--- config.mk ---
export PLATFORM = sky130hd
export DESIGN_NAME = booth_r8_mul_seq
export DESIGN_NICKNAME = d
export VERILOG_FILES = /design/src/rtl/booth_pkg.sv /design/src/rtl/booth_r8_pp.sv /design/src/rtl/booth_r8_mul_seq.sv
export SDC_FILE = /design/constraint.sdc
export NUM_CORES = 1
export LEC_CHECK = 0
export CAP_MARGIN = 20
export CORE_MARGIN = 1
export CORE_UTILIZATION = 50
export CTS_BUF_LIST = sky130_fd_sc_hd__clkbuf_16
export DETAILED_ROUTE_END_ITERATION = 16
export PLACE_DENSITY = 0.69
export SYNTH_ARGS = -nofsm -noshare
export SYNTH_HDL_FRONTEND = slang
export SYNTH_HIERARCHICAL = 1
export SYNTH_SLANG_ARGS = --single-unit
--- constraint.sdc ---
create_clock -name clk -period 8.65 [get_ports clk]
set_input_delay 1.73 -clock clk [delete_from_list [all_inputs] [get_ports clk]]
set_output_delay 1.73 -clock clk [all_outputs]
set_load 0.05 [all_outputs]
--- src/rtl/booth_pkg.sv ---
`default_nettype none
// ============================================================================
//  Module      : booth_pkg
//  Description : Shared constants for the radix-8 Booth multiplier slice.
//                FSM state encodings, Booth digit select codes
//                (sel[3] = negate, sel[2:0] = magnitude multiple of a) and
//                a helper giving the number of radix-8 digits for a width.
//  Revision    : 1.0  initial release
// ============================================================================
package booth_pkg;

  // FSM state encodings
  typedef logic [1:0] state_t;
  localparam state_t ST_IDLE = 2'd0;
  localparam state_t ST_PRE  = 2'd1;
  localparam state_t ST_RUN  = 2'd2;
  localparam state_t ST_DONE = 2'd3;

  // Booth digit select: {negate, magnitude[2:0]}
  localparam logic [3:0] SEL_ZERO = 4'b0000;
  localparam logic [3:0] SEL_P1   = 4'b0001;
  localparam logic [3:0] SEL_P2   = 4'b0010;
  localparam logic [3:0] SEL_P3   = 4'b0011;
  localparam logic [3:0] SEL_P4   = 4'b0100;
  localparam logic [3:0] SEL_N1   = 4'b1001;
  localparam logic [3:0] SEL_N2   = 4'b1010;
  localparam logic [3:0] SEL_N3   = 4'b1011;
  localparam logic [3:0] SEL_N4   = 4'b1100;

  // Number of radix-8 digits needed to cover a multiplier of width bw
  function automatic int ndig(input int bw);
    return (bw + 2) / 3;
  endfunction

endpackage
`default_nettype wire

--- src/rtl/booth_r8_pp.sv ---
`default_nettype none
// ============================================================================
//  Module      : booth_r8_pp
//  Description : Radix-8 Booth digit encoder and partial-product magnitude
//                mux. Purely combinational.
//  Ports       : window [3:0]  multiplier bits {3d+2 .. 3d-1}
//                a             multiplicand, signed
//                a3            precomputed 3*a, signed
//                pp            selected multiple 0/a/2a/3a/4a, signed
//                neg           digit is negative; the caller inverts pp and
//                              injects a carry-in of 1
//  Revision    : 1.0  initial release
// ============================================================================
module booth_r8_pp
  import booth_pkg::*;
#(
  parameter int A_W = 9
) (
  input  logic [3:0]            window,
  input  logic signed [A_W-1:0] a,
  input  logic signed [A_W+1:0] a3,
  output logic signed [A_W+1:0] pp,
  output logic                  neg
);

  localparam int PP_W = A_W + 2;

  logic [3:0]             w_sel;
  logic signed [PP_W-1:0] w_a_ext;

  assign w_a_ext = PP_W'(a);

  always_comb begin
    w_sel = SEL_ZERO;
    case (window)
      4'b0000, 4'b1111: w_sel = SEL_ZERO;
      4'b0001, 4'b0010: w_sel = SEL_P1;
      4'b0011, 4'b0100: w_sel = SEL_P2;
      4'b0101, 4'b0110: w_sel = SEL_P3;
      4'b0111:          w_sel = SEL_P4;
      4'b1000:          w_sel = SEL_N4;
      4'b1001, 4'b1010: w_sel = SEL_N3;
      4'b1011, 4'b1100: w_sel = SEL_N2;
      4'b1101, 4'b1110: w_sel = SEL_N1;
      default:          w_sel = SEL_ZERO;
    endcase
  end

  always_comb begin
    pp = '0;
    case (w_sel[2:0])
      3'd1:    pp = w_a_ext;
      3'd2:    pp = w_a_ext <<< 1;
      3'd3:    pp = a3;
      3'd4:    pp = w_a_ext <<< 2;
      default: pp = '0;
    endcase
  end

  assign neg = w_sel[3];

endmodule
`default_nettype wire

--- src/rtl/booth_r8_mul_seq.sv ---
`default_nettype none
// ============================================================================
//  Module      : booth_r8_mul_seq
//  Description : Sequential radix-8 Booth multiplier for the brightness path.
//                Scales a pixel by a signed fixed-point gain, one Booth digit
//                per cycle through a single shared adder, then shifts out the
//                gain fraction and clamps to the unsigned pixel range.
//  Ports       : clk, rst_n          clock, async active-low reset
//                in_valid/in_ready   operand handshake (a_in, b_in)
//                out_valid/out_ready result handshake
//                p_out               full signed product a_in*b_in
//                pix_out             clamp(p_out >>> FRAC_W, 0, 2^(A_W-1)-1)
//                sat_flag            pix_out was clamped
//                busy                not idle
//  Revision    : 1.0  initial release
// ============================================================================
module booth_r8_mul_seq
  import booth_pkg::*;
#(
  parameter int A_W    = 9,
  parameter int B_W    = 8,
  parameter int FRAC_W = 4
) (
  input  logic               clk,
  input  logic               rst_n,
  input  logic               in_valid,
  output logic               in_ready,
  input  logic [A_W-1:0]     a_in,
  input  logic [B_W-1:0]     b_in,
  output logic               out_valid,
  input  logic               out_ready,
  output logic [A_W+B_W-1:0] p_out,
  output logic [A_W-2:0]     pix_out,
  output logic               sat_flag,
  output logic               busy
);

  localparam int NDIG  = ndig(B_W);
  localparam int BX_W  = 3 * NDIG + 1;     // sign-extended b plus appended b[-1]
  localparam int BXM_W = BX_W - 1;
  localparam int ACC_W = A_W + 3 * NDIG + 1;
  localparam int P_W   = A_W + B_W;
  localparam int PP_W  = A_W + 2;
  localparam int PIX_W = A_W - 1;
  localparam int DIG_W = $clog2(NDIG + 1);

  localparam logic [DIG_W-1:0]        DIG_LAST = DIG_W'(NDIG - 1);
  localparam logic signed [ACC_W-1:0] PIX_MAX  = ACC_W'((1 << PIX_W) - 1);

  state_t                  r_state;
  logic signed [A_W-1:0]   r_a;
  logic signed [PP_W-1:0]  r_a3;
  logic [BX_W-1:0]         r_b_ext;
  logic [DIG_W-1:0]        r_dig;
  logic signed [ACC_W-1:0] r_acc;
  logic [P_W-1:0]          r_p_out;
  logic [PIX_W-1:0]        r_pix;
  logic                    r_sat;

  logic [3:0]              w_win;
  logic signed [PP_W-1:0]  w_pp;
  logic                    w_neg;
  logic signed [ACC_W-1:0] w_acc_next;
  logic signed [ACC_W-1:0] w_shift;
  logic                    w_lo;
  logic                    w_hi;
  logic [PIX_W-1:0]        w_pix;

  // Four-bit Booth window for the current digit; the appended zero at bit 0
  // of r_b_ext lines index 3d up with multiplier bit 3d-1.
  assign w_win = 4'(r_b_ext >> (3 * r_dig));

  booth_r8_pp #(
    .A_W (A_W)
  ) u_pp (
    .window (w_win),
    .a      (r_a),
    .a3     (r_a3),
    .pp     (w_pp),
    .neg    (w_neg)
  );

  // Shared adder: Horner step, MSB digit first. Negative digits are formed
  // as ~pp + 1 with the +1 entering as the carry-in.
  assign w_acc_next = (r_acc <<< 3)
                    + ((ACC_W'(w_pp)) ^ {ACC_W{w_neg}})
                    + ACC_W'(w_neg);

  // Drop the gain fraction (floor) and clamp to the unsigned pixel range.
  // Evaluated on the full accumulator so no product can alias.
  assign w_shift = w_acc_next >>> FRAC_W;
  assign w_lo    = (w_shift < 0);
  assign w_hi    = (w_shift > PIX_MAX);
  assign w_pix   = w_lo ? '0 : (w_hi ? {PIX_W{1'b1}} : w_shift[PIX_W-1:0]);

  always_ff @(posedge clk or negedge rst_n) begin
    if (!rst_n) begin
      r_state <= ST_IDLE;
      r_a     <= '0;
      r_a3    <= '0;
      r_b_ext <= '0;
      r_dig   <= '0;
      r_acc   <= '0;
      r_p_out <= '0;
      r_pix   <= '0;
      r_sat   <= 1'b0;
    end else begin
      case (r_state)
        ST_IDLE: begin
          if (in_valid) begin
            r_a     <= $signed(a_in);
            r_b_ext <= {BXM_W'($signed(b_in)), 1'b0};
            r_acc   <= '0;
            r_dig   <= DIG_LAST;
            r_state <= ST_PRE;
          end
        end
        ST_PRE: begin
          r_a3    <= PP_W'(r_a) + (PP_W'(r_a) <<< 1);
          r_state <= ST_RUN;
        end
        ST_RUN: begin
          r_acc <= w_acc_next;
          if (r_dig == '0) begin
            // Truncation to P_W is exact: |a*b| always fits the product width.
            r_p_out <= w_acc_next[P_W-1:0];
            r_pix   <= w_pix;
            r_sat   <= w_lo | w_hi;
            r_state <= ST_DONE;
          end else begin
            r_dig <= r_dig - 1'b1;
          end
        end
        ST_DONE: begin
          if (out_ready) begin
            r_state <= ST_IDLE;
          end
        end
        default: r_state <= ST_IDLE;
      endcase
    end
  end

  assign in_ready  = (r_state == ST_IDLE);
  assign busy      = (r_state != ST_IDLE);
  assign out_valid = (r_state == ST_DONE);
  assign p_out     = r_p_out;
  assign pix_out   = r_pix;
  assign sat_flag  = r_sat;

endmodule
`default_nettype wire

; ---- Word level (Yosys, flattened, before mapping)
; Memory sizes are Yosys's and may differ from the RTL's.
; Cells that the tools add are included.
[word_totals]
register_bits = 74
romBits = 64
wordCells = 52
memories = 1
[classes]
addsub = 4
mul = 1
magnitude_cmp = 2
n_eq_ne = 11
shift = 1
mux = 12
bitwise_logic = 2
n_reduce_logical = 9
[memory_table]
columns = memory, words, width, read_ports, rd_ports_with_merged_regs, write_ports, line_no
row1 = (no name shown), 16, 4, 1, 0, 0, booth_r8_pp.sv:35  ; case (window)
[ops]
columns = cell, count
row1 = case mux 11 bit (4 select lines), 1
row2 = case mux 16 bit (2 select lines), 1
row3 = adder 19 x 1 -> 19 bit, 1
row4 = adder 19 bit, 1
row5 = bitwise XOR 19 bit, 1
row6 = two-way mux 16 bit, 1
row7 = two-way mux 8 bit, 2
row8 = "> comparator 15 x 9 -> 1 bit, second input constant", 1
row9 = "< comparator 15 x 1 -> 1 bit, second input constant", 1
row10 = adder 9 x 10 -> 11 bit, 1
row11 = two-way mux 2 bit, 5
row12 = right shift 10 x 4 -> 4 bit, 1
row13 = case mux 2 bit (4 select lines), 1
row14 = "equality test 3 x 2 -> 1 bit, second input constant", 2
row15 = "!= test 2 bit, second input constant", 3
row16 = AND reduction 2 bit, 3
row17 = AND reduction 3 bit, 2
row18 = "equality test 2 bit, second input constant", 2
row19 = zero test 2 bit, 2
row20 = "multiplier 2 x 2 -> 4 bit, first input constant", 1
row21 = case mux 2 bit (2 select lines), 1
row22 = nonzero test 2 bit, 2
row23 = "equality test 3 x 1 -> 1 bit, second input constant", 1
row24 = "equality test 3 bit, second input constant", 1
row25 = other kinds (4), 4

; ---- Depth between registers and ports, before layout
; An unclocked memory read counts as a cell.
[depth]
word_depth = 11
mapped_depth = 26
mapped_depth_nobuf = 23

; ---- Cells and area by module
; Netlist, hierarchy kept.
[by_module_without_submodules]
columns = mod, instances, cells_each, area_each_um2, seq_area_each_um2
row1 = booth_r8_mul_seq, 1, 498, 4772.1, 1851.8
row2 = booth_r8_pp, 1, 68, 524.3, 0.0

; ---- Worst setup path before layout
; No wires, ideal clock.
[synth_path]
path_kind = register to register
startpoint = register r_dig[0]
endpoint = register r_pix[0], in the netlist pix_out[0]
setup_time_ns = 0.146
arrival_time_ns = 5.940
slack_ns = 2.564
stages_incl_launch_ff = 25
period_less_slack_ns = 6.086
path_cell_list = dfrtp_1 > buf_1 > inv_1 > ha_1 > clkbuf_1 > mux2i_1 > a211oi_1 > a21oi_1 > o21ai_0 > inv_1 > ha_1 > mux4_2 > buf_6 > o21ai_1 > o22ai_1 > xor2_1 > ha_1 > buf_2 > a21o_1 > a21oi_1 > o32a_1 > a31oi_1 > or4_1 > a211oi_4 > a22oi_1
[synth_between]
elab_chain_cells = 11
word_cells_on_any_way = 17
cone_classes = add/sub: 2 / mul: 1 / order compare: 2 / eq/ne: 4 / shift: 1 / mux: 3 / bitwise: 1 / reduce/logical: 2 / memory: 1
[synth_lines]
columns = element, line_no
row1 = "start, declared", booth_r8_mul_seq.sv:54  ; logic [DIG_W-1:0] r_dig;
row2 = "start signal, assigned", booth_r8_mul_seq.sv:131  ; r_dig <= r_dig - 1'b1;
row3 = multiplier 2 x 2 -> 4 bit *, booth_r8_mul_seq.sv:71  ; assign w_win = 4'(r_b_ext >> (3 * r_dig));
row4 = right shift 10 x 4 -> 4 bit *, booth_r8_mul_seq.sv:71
row5 = via w_win[1], booth_r8_mul_seq.sv:60  ; logic [3:0] w_win;
row6 = memory read (16 x 4 bit) *, --
row7 = equality test 3 bit (tied with other cells), booth_r8_pp.sv:51  ; case (w_sel[2:0])
row8 = case mux 11 bit (4 select lines) *, booth_r8_pp.sv:51
row9 = via w_pp[10], booth_r8_mul_seq.sv:61  ; logic signed [PP_W-1:0] w_pp;
row10 = bitwise XOR 19 bit *, booth_r8_mul_seq.sv:86  ; + ((ACC_W'(w_pp)) ^ {ACC_W{w_neg}})
row11 = adder 19 bit *, booth_r8_mul_seq.sv:86
row12 = adder 19 x 1 -> 19 bit *, booth_r8_mul_seq.sv:87  ; + ACC_W'(w_neg);
row13 = > comparator 15 x 9 -> 1 bit, booth_r8_mul_seq.sv:93  ; assign w_hi = (w_shift > PIX_MAX);
row14 = two-way mux 8 bit, booth_r8_mul_seq.sv:94  ; assign w_pix = w_lo ? '0 : (w_hi ? {PIX_W{1'b1}} : w_shift[PIX_W-1:0]);
row15 = two-way mux 8 bit *, booth_r8_mul_seq.sv:94
row16 = "end signal, assigned", booth_r8_mul_seq.sv:127  ; r_pix <= w_pix;
row17 = "end, declared", booth_r8_mul_seq.sv:57  ; logic [PIX_W-1:0] r_pix;
; Mark *: on every way through the listed nets, which the timed path passes. The rest lies on a longest branch.
; A chain may end at the register's enable or synchronous reset.

; ---- Worst setup path in the final report
; Same ends and word-level chain as after synthesis.

==> impl_metrics.yaml <==
outcome:
  status: "completed"
logic_synthesis:
  ys_types: 75
  syn_area_um2: 5300
  yosysTopAreaCell: "dfrtp_1"
  synth_top_cell_area_share_pct: 35.0
  postSynthCellCount: 566
  yosys-top-cells-area: "dfrtp_1, ha_1, nand2_1"
  synth_flop_cell: "dfrtp_1"
  ys_seq_area_share_pct: 35.0
  yosysWarnings: 6
  synth_area_per_cell_um2: 9.36
  synth_edf_count: 0
  async_flop_share_pct: 100
  syn-num-nets: 625
  synth_seq_cells: 74
floorplanning:
  coreArea_um2: 10300
  die_y_um: 105
  pin_count: 50
  rows: 37
  die_x_um: 105
  start_util_pct: 51.5
  dieArea_um2: 11000
placement:
  pre_cts_slack_ps: 1990
  routabilityCongestion: 0.853
  hpwlAfterDp_mm: 9.20
  place_inst: 728
  portBuffers: 49
timing:
  finalCriticalPeriod_ps: 6700
  fin_tns_setup_ps: 0
  maxSlewHeadroom_pct: 35.3
  setup_viol: 0
  tightest_slew_ps: 971
  rsz0062_at_grt: "no"
  slew_violations: 0
  setup_ws_ps: 1950
  skew_ps: 11.9
  finalHoldViolations: 0
  fmax_ghz: 0.149
  fin_crit_sh_pct: 77.5
routing:
  wl_mm: 12.3
  dr.pass1.iters: 4
  drt-wirelength-per-cell_um: 16.6
  maxUsedRoutingLayer: "met4"
  drt.antenna.violating_nets: 0
  dr_wl_met2_mm: 6.21
  drc_errors: 0
  m1WireLength_mm: 5.48
  vias: 4387
  met3_length_um: 379
  drtIter0Drc: 202
  avgViaCountPerCell: 5.90
worst_setup_path:
  critPathLaunchType: "flop"
  crit_buf_inv: 2
  rrSetupSlack_ps: 1950
  cp_slowest_cell: "xor2_1"
  end_kind: "flop"
  crit_path_frequent_cell: "ha_1"
  arrival_ps: 6890
  crit_family: "compound AO/OA/AOI/OAI gates"
  crit_fanout: 13
  critical_path.max_stage_delay_ps: 750
  critical_path_required_ps: 8840
  critical_path_class: "flop to flop"
  cp_cell_sequence: "inv_1 > ha_1 > mux2_2 > nor2_1 > a211oi_1 > a21oi_1 > o21ai_0 > inv_1 > ha_1 > mux4_2 > o21ai_1 > o22ai_1 > xor2_1 > ha_1 > a21o_1 > a21oi_1 > o32a_1 > a31oi_1 > or4_1 > a211oi_4 > a22oi_1"
global_routing:
  grt_start_max_net_pins: 75
  grt_pass1_wl_mm: 20.6
  grt_pass1_vias: 4334
  grt_antenna_before_repair: 0
  grt_use_total_pct: 23.7
  gr-total-overflow: 0
final_layout:
  fillers: 909
  final_util_pct: 59.9
  finalNonFillerCells: 744
  drive_above_1_share_pct: 10.9
  layout_commonest_cell: "nand2_1"
  area_growth_pct: 16.2
  final_cell_mix: "nand2_1, dfrtp_1, clkdlybuf4s50_1"
  nets: 662
  antenna_cells: 0
clock_tree:
  cts_sinks: 74
  cts_inserted_buffers: 9
  clk_path_buf_depth: 2
  cts_resized: 0
  clockRootBuffer: "clkbuf_16"
  holdBufCountCts: 0
  post-cts-setup-buffers: 0
  clk_latency_ps: 340
  cts_tree: "yes"
  clk_pin_slew_ps: 60
  cts_max_level: 3
flow_run:
  max_cap_violations: 0
worst_hold_path:
  hp-class: "flop to flop"
-- logic make-up (layout without fill, tap and decap cells) --
logic type / after synthesis / count (layout) / share of synthesized area [%]
AOI/OAI and AO/OA: 165 / 165 / 21.9
muxes: 47 / 47 / 10.4
adders and majority gates: 38 / 38 / 9.12
and+or+nand+nor: 160 / 160 / 14.7
xor gates and xnor gates: 24 / 24 / 3.97
buffers and inverters: 58 / 100 / 4.91
DFF: 74 / 74 / 35.0
-- synth_stat cells, drive strengths merged (4+ instances only) --
cell type	count
a211oi	5
a21o	5
a21oi	33
a22oi	25
a31oi	7
a32oi	8
and2	6
and3	4
and4	4
buf	12
clkbuf	15
dfrtp	74
ha	37
inv	30
mux2	26
mux2i	17
mux4	4
nand2	79
nand2b	7
nand3	14
nand3b	4
nand4	6
nor2	20
o2111ai	4
o21a	4
o21ai	43
xnor2	9
xor2	15
-- layer usage --
layer	GRT usage, %	vias to the layer above
met4	10.8	0
li1	-	2160
met2	40.9	91
met3	4.30	20
met1	28.9	2116
met5	0	-
-- path summary, 6_finish.rpt --
path,from,end,depth (start not counted)
min in group asynchronous,rst_n,p_out[14],1
max in group asynchronous,rst_n,r_dig[0],1
setup reg to reg,r_dig[0],pix_out[0],21
setup / recovery,r_dig[0],pix_out[0],21
hold / removal,p_out[10],p_out[10],2
hold reg to reg,p_out[10],p_out[10],2
-- worst register-to-register path, delay by kind of cell (launching register included) --
| family | cells | cell delay, ps |
|---|---|---|
| compound gates | 11 | 2190 |
| fa+ha+maj | 3 | 1280 |
| mux | 2 | 850 |
| xor+xnor | 1 | 750 |
| flops | 1 | 620 |
| simple gates | 2 | 580 |
| buf+inv | 2 | 300 |
-- state kept, by name (all words and copies together), names as in the netlist --
name and cells:
r_state 2, r_dig 2, r_b_ext 8, r_acc 16, r_a3 11, sat_flag 1
r_a 9, pix_out 8, p_out 17
-- area by class of cell --
| type | count | area, um^2 | area share, % |
|---|---|---|---|
| multi-input combinational | 434 | 3180 | 51.7 |
| sequential | 74 | 1850 | 30.1 |
| timing repair buffer | 53 | 518 | 8.41 |
| clock buffer | 9 | 225 | 3.66 |
| tap | 136 | 170 | 2.76 |
| inverter | 31 | 119 | 1.93 |
| clock inverter | 7 | 87.6 | 1.42 |
-- metrics by stage --
stage	hold slack (ps)	area, um^2
after global routing	500	6160
after CTS	478	6160
final	470	6160
after floorplan	453	5300
after global placement	461	5840
after detailed placement	462	5840
Power is left out: the tool's default activity adds up to more than one toggle a clock period on the data nets, which glitch-free logic cannot reach.
